### config.mk
export PLATFORM = sky130hd
export DESIGN_NAME = cache_stats_unit
export DESIGN_NICKNAME = d
export VERILOG_FILES = /design/src/rtl/cache_stats_unit.sv
export SDC_FILE = /design/constraint.sdc
export NUM_CORES = 1
export LEC_CHECK = 0
export ABC_AREA = 1
export CORE_MARGIN = 1
export CORE_UTILIZATION = 40
export DETAILED_ROUTE_END_ITERATION = 7
export DONT_BUFFER_PORTS = 1
export PLACE_DENSITY = 0.54
export SETUP_SLACK_MARGIN = 0.05
export SLEW_MARGIN = 30
export SYNTH_ARGS = -nofsm -noshare
export SYNTH_HDL_FRONTEND = slang
export SYNTH_SLANG_ARGS = --single-unit
### constraint.sdc
create_clock -name clk -period 5 [get_ports clk]
set_input_delay 1 -clock clk [delete_from_list [all_inputs] [get_ports clk]]
set_output_delay 1 -clock clk [all_outputs]
set_load 0.05 [all_outputs]
### src/rtl/cache_stats_unit.sv
// Cache event counters with snapshot and hit-ratio divider (one quotient bit per cycle).
// snap_ack after 1 cycle (no hits/misses) or FRAC+2 cycles; snap_req is dropped while busy.
module cache_stats_unit #(
  parameter int CNT_WIDTH = 32,
  parameter int FRAC      = 8
) (
  input  logic                 clk,
  input  logic                 reset,
  input  logic                 ev_valid,
  input  logic                 ev_hit,
  input  logic                 ev_miss,
  input  logic                 ev_read,
  input  logic                 ev_write,
  input  logic                 clear,
  input  logic                 snap_req,
  output logic                 snap_ack,
  output logic                 busy,
  output logic [CNT_WIDTH-1:0] hit_cnt,
  output logic [CNT_WIDTH-1:0] miss_cnt,
  output logic [CNT_WIDTH-1:0] read_cnt,
  output logic [CNT_WIDTH-1:0] write_cnt,
  output logic [FRAC:0]        ratio,
  output logic [3:0]           sat,
  output logic                 err
);

  localparam int STEP_W = $clog2(FRAC + 1);
  localparam logic [STEP_W-1:0] LAST_STEP = STEP_W'(FRAC);

  typedef enum logic [1:0] {S_IDLE = 2'd0, S_DIVIDE = 2'd1, S_DONE = 2'd2} state_t;

  state_t                         r_state;
  state_t                         w_state_nxt;
  logic [3:0][CNT_WIDTH-1:0]      r_live;
  logic [3:0]                     w_inc;
  logic [CNT_WIDTH:0]             w_den;
  logic [CNT_WIDTH:0]             r_den;
  logic [CNT_WIDTH+1:0]           r_rem;
  logic [CNT_WIDTH:0]             w_rem_sub;
  logic                           w_ge;
  logic [FRAC-1:0]                r_quo;
  logic [STEP_W-1:0]              r_step;
  logic                           w_last;

  // Simultaneous hit and miss is a protocol error: neither is counted.
  assign w_inc[0] = ev_valid & ev_hit & ~ev_miss;
  assign w_inc[1] = ev_valid & ev_miss & ~ev_hit;
  assign w_inc[2] = ev_valid & ev_read;
  assign w_inc[3] = ev_valid & ev_write;

  assign w_den     = {1'b0, r_live[0]} + {1'b0, r_live[1]};
  assign w_last    = (r_step == LAST_STEP);
  assign w_ge      = (r_rem >= {1'b0, r_den});
  assign w_rem_sub = w_ge ? (CNT_WIDTH+1)'(r_rem - {1'b0, r_den}) : r_rem[CNT_WIDTH:0];

  always_ff @(posedge clk) begin
    if (reset || clear) begin
      r_live <= '0;
      sat    <= '0;
      err    <= 1'b0;
    end else begin
      for (int i = 0; i < 4; i++) begin
        if (w_inc[i]) begin
          if (&r_live[i]) sat[i] <= 1'b1;
          else            r_live[i] <= r_live[i] + CNT_WIDTH'(1);
        end
      end
      if (ev_valid && ev_hit && ev_miss) err <= 1'b1;
    end
  end

  always_ff @(posedge clk) begin
    if (reset) r_state <= S_IDLE;
    else       r_state <= w_state_nxt;
  end

  always_comb begin
    w_state_nxt = r_state;
    case (r_state)
      S_IDLE:   if (snap_req) w_state_nxt = (w_den == '0) ? S_DONE : S_DIVIDE;
      S_DIVIDE: if (w_last) w_state_nxt = S_DONE;
      S_DONE:   w_state_nxt = S_IDLE;
      default:  w_state_nxt = S_IDLE;
    endcase
  end

  always_comb begin
    busy     = (r_state != S_IDLE);
    snap_ack = (r_state == S_DONE);
  end

  // Remainder starts at hit count; since hit <= D the first quotient bit carries weight 2^FRAC.
  always_ff @(posedge clk) begin
    if (reset) begin
      hit_cnt   <= '0;
      miss_cnt  <= '0;
      read_cnt  <= '0;
      write_cnt <= '0;
      ratio     <= '0;
      r_den     <= '0;
      r_rem     <= '0;
      r_quo     <= '0;
      r_step    <= '0;
    end else begin
      case (r_state)
        S_IDLE: begin
          if (snap_req) begin
            hit_cnt   <= r_live[0];
            miss_cnt  <= r_live[1];
            read_cnt  <= r_live[2];
            write_cnt <= r_live[3];
            r_den     <= w_den;
            r_rem     <= {1'b0, {1'b0, r_live[0]}};
            r_quo     <= '0;
            r_step    <= '0;
            if (w_den == '0) ratio <= '0;
          end
        end
        S_DIVIDE: begin
          r_quo  <= FRAC'({r_quo, w_ge});
          r_rem  <= {w_rem_sub, 1'b0};
          r_step <= r_step + STEP_W'(1);
          if (w_last) ratio <= {r_quo, w_ge};
        end
        default: ;
      endcase
    end
  end

endmodule

==> impl_metrics.sql <==
INSERT INTO impl_metrics (metric_group, metric, value, unit) VALUES
('hold_path', 'worstHoldPathType', 'reg -> reg', ''),
('timing', 'tightest_slew', '923', 'ps'),
('routing', 'drtIter0Drc', '1389', ''),
('timing', 'max-slew-margin-rel', '0.383', ''),
('placed_design', 'dpl-instance-area', '20300', 'um^2'),
('clocking', 'cts-root-buf', 'sky130_fd_sc_hd__clkbuf_16', ''),
('power_and_ir_drop', 'p_comb_frac', '0.117', ''),
('clocking', 'numCtsBuffers', '42', ''),
('routing', 'antenna_violating_nets_post_route', '0', ''),
('routing', 'routed_wire_length_per_instance', '17.2', 'um'),
('power_and_ir_drop', 'power.ir.vdd_worst', '0.000257', 'V'),
('flow_run', 'max-cap-violations', '0', ''),
('cells_and_area', 'layout_nets', '3052', ''),
('cells_and_area', 'area_growth_synth_to_finish', '9.98', '%'),
('power_and_ir_drop', 'p_int', '5010', 'uW'),
('setup_path', 'critical_path.max_fanout', '20', ''),
('clocking', 'clock_tree.buffer_depth', '3', ''),
('die', 'die_y', '224', 'um'),
('timing', 'setup_total_negative_slack', '0', 'ps'),
('setup_path', 'cp.arrival', '3980', 'ps'),
('clocking', 'worst_setup_hold_path_clk_slew', '60', 'ps'),
('setup_path', 'critical_path.max_stage_delay', '560', 'ps'),
('clocking', 'cts_resized', '0', ''),
('timing', 'timing.final.setup_violations', '0', ''),
('power_and_ir_drop', 'leakage', '0.00877', 'uW'),
('timing', 'final_critical_path_setup_slack', '1490', 'ps'),
('die', 'floorplan.die.width', '224', 'um'),
('yosys', 'synth.lib_cells_used.distinct', '52', ''),
('die', 'design.die.area', '50300', 'um^2'),
('setup_path', 'startpoint_type', 'register', ''),
('setup_path', 'worstSetupPathType', 'reg -> reg', ''),
('setup_path', 'cpMaxStageDelayCell', 'sky130_fd_sc_hd__dfxtp_1', ''),
('power_and_ir_drop', 'p_per_area', '332', 'nW/um^2'),
('power_and_ir_drop', 'report.power.total', '7210', 'uW'),
('yosys', 'synthesis.nets', '3099', ''),
('yosys', 'synth_cells', '3017', ''),
('cells_and_area', 'fraction_of_final_layout_cells_sized_beyond_drive_strength_1', '0.0437', ''),
('timing', 'grt_setup_unrepaired', 'no', ''),
('yosys', 'ys_seq_elements', '351', ''),
('global_route', 'grt_antenna_before_repair', '0', ''),
('global_route', 'grt_pass1_wl', '98400', 'um'),
('yosys', 'postSynthAreaPerCell', '6.55', 'um^2'),
('setup_path', 'critical_path.cell_chain', 'ha_1 > fa_1 > or2_2 > nor2_1 > nand3_1 > nor2_1 > nand3_1 > nor2_1 > nand2_1 > nor2_1 > nand2_1 > nor2_1 > nand2_1 > nand2_2 > nand3_1 > nand2_1 > nor2_1', ''),
('cells_and_area', 'layout.cells.most_common', 'sky130_fd_sc_hd__nand2_1', ''),
('cells_and_area', 'design_area', '21700', 'um^2'),
('setup_path', 'worst-endpoint-required', '5470', 'ps'),
('power_and_ir_drop', 'clkPwrFrac', '0.438', ''),
('yosys', 'synth_warn', '0', ''),
('global_route', 'maximum_number_of_pins_on_one_net_before_global_route_repair', '236', ''),
('power_and_ir_drop', 'reported_net_switching_power', '2210', 'uW'),
('die', 'io_pins', '153', ''),
('timing', 'finalCritPeriodShare', '0.703', ''),
('die', 'floorplan.core_area', '48800', 'um^2'),
('yosys', 'synth_top_cell_by_area', 'sky130_fd_sc_hd__dfxtp_1', ''),
('outcome', 'run_status', 'complete, no violations', ''),
('clocking', 'tritoncts', 'yes', ''),
('placed_design', 'final_weighted_congestion_in_routability_driven_placement', '0.960', ''),
('yosys', 'synth-main-ff-cell', 'sky130_fd_sc_hd__dfxtp_1', ''),
('placed_design', 'number_of_port_buffers', '0', ''),
('power_and_ir_drop', 'power.share.switching', '0.306', ''),
('timing', 'finalHoldViolations', '0', ''),
('placed_design', 'hpwl_detailed', '47400', 'um'),
('timing', 'final-max-slew-violation-count', '0', ''),
('yosys', 'synth_edf_count', '0', ''),
('clocking', 'clkSinkCount', '351', ''),
('placed_design', 'dpl_worst_slack', '1540', 'ps'),
('routing', 'drt_first_pass_iters', '6', ''),
('timing', 'period_needed', '3510', 'ps'),
('yosys', 'synth.top_cell.area_share', '0.355', ''),
('global_route', 'grt_pass1_vias', '17800', ''),
('die', 'floorplan.rows', '81', '');
-- per-layer routing --
layer / vias to the layer above / wire [um] / track usage
li1: 9732 / - / -
met1: 8737 / 29100 / 0.331
met2: 514 / 27300 / 0.388
met3: 104 / 4490 / 0.0520
met4: 0 / 2090 / 0.0937
met5: - / 0 / 0
-- cells in the mapped netlist, types with 22 or more instances --
cell type and count:
sky130_fd_sc_hd__a21oi_1 333, sky130_fd_sc_hd__inv_1 431, sky130_fd_sc_hd__xor2_1 48, sky130_fd_sc_hd__nand2_1 743, sky130_fd_sc_hd__o21ai_0 213, sky130_fd_sc_hd__nor2_1 248
sky130_fd_sc_hd__ha_1 71, sky130_fd_sc_hd__nor3_1 85, sky130_fd_sc_hd__o211ai_1 22, sky130_fd_sc_hd__dfxtp_1 351, sky130_fd_sc_hd__nand3_1 150, sky130_fd_sc_hd__nand4_1 54
sky130_fd_sc_hd__clkbuf_1 75
-- per-stage QoR --
step	hold slack, ps	util	instances
CTS	453	0.444	3664
global route	465	0.445	3665
floorplan	435	-	3017
detailed placement	449	0.415	3589
global placement	444	0.415	3589
finish	457	0.445	3665
-- worst paths after layout --
kind                                 end  depth (start not counted)       from
worst min register to register  r_quo[7]                          2   r_quo[7]
worst min-delay path            r_quo[7]                          2   r_quo[7]
worst max register to register  ratio[7]                         17  r_live[0]
worst max-delay path            ratio[7]                         17  r_live[0]
-- registers in the layout, summed over array words and instances, names as in the netlist --
signal and count:
err 1, r_step 4, r_live 128, ratio 9, write_cnt 32, hit_cnt 32, read_cnt 32, r_state 2
sat 4, r_den 33, miss_cnt 32, r_rem 34, r_quo 8
-- final cells by class --
cell class	count	area, um^2
Clock buffer	57	1200
Tap cell	664	831
Fill cell	5236	27100
Inverter	443	1670
Timing Repair Buffer	10	108
Multi-Input combinational cell	2122	10700
Clock inverter	18	233
Sequential cell	351	7030
-- power by group through the flow --
stage          Clock, uW  Sequential (uW)  Combinational (uW)
2_1_floorplan          0             3250                 656
3_3_place_gp           0             3270                 828
3_5_place_dp           0             3270                 831
4_1_cts             3230             3210                 836
5_1_grt             3330             3220                 954
6_report            3160             3210                 843
-- logic make-up (layout without fill, tap and decap cells) --
family,after synthesis,count (layout),share of synthesized area
AOI/OAI and AO/OA,627,627,0.169
xor gates and xnor gates,59,59,0.0261
adders and majority gates,73,73,0.0470
buffers and inverters,544,528,0.106
DFF,351,351,0.355
and+or+nand+nor,1363,1363,0.296
-- worst min-delay path: stages, from the launching register on --
cell	delay, ps
sky130_fd_sc_hd__dfxtp_1	310
sky130_fd_sc_hd__nand2_1	60
sky130_fd_sc_hd__a21oi_1	50
(Power assumes the default switching activity.)
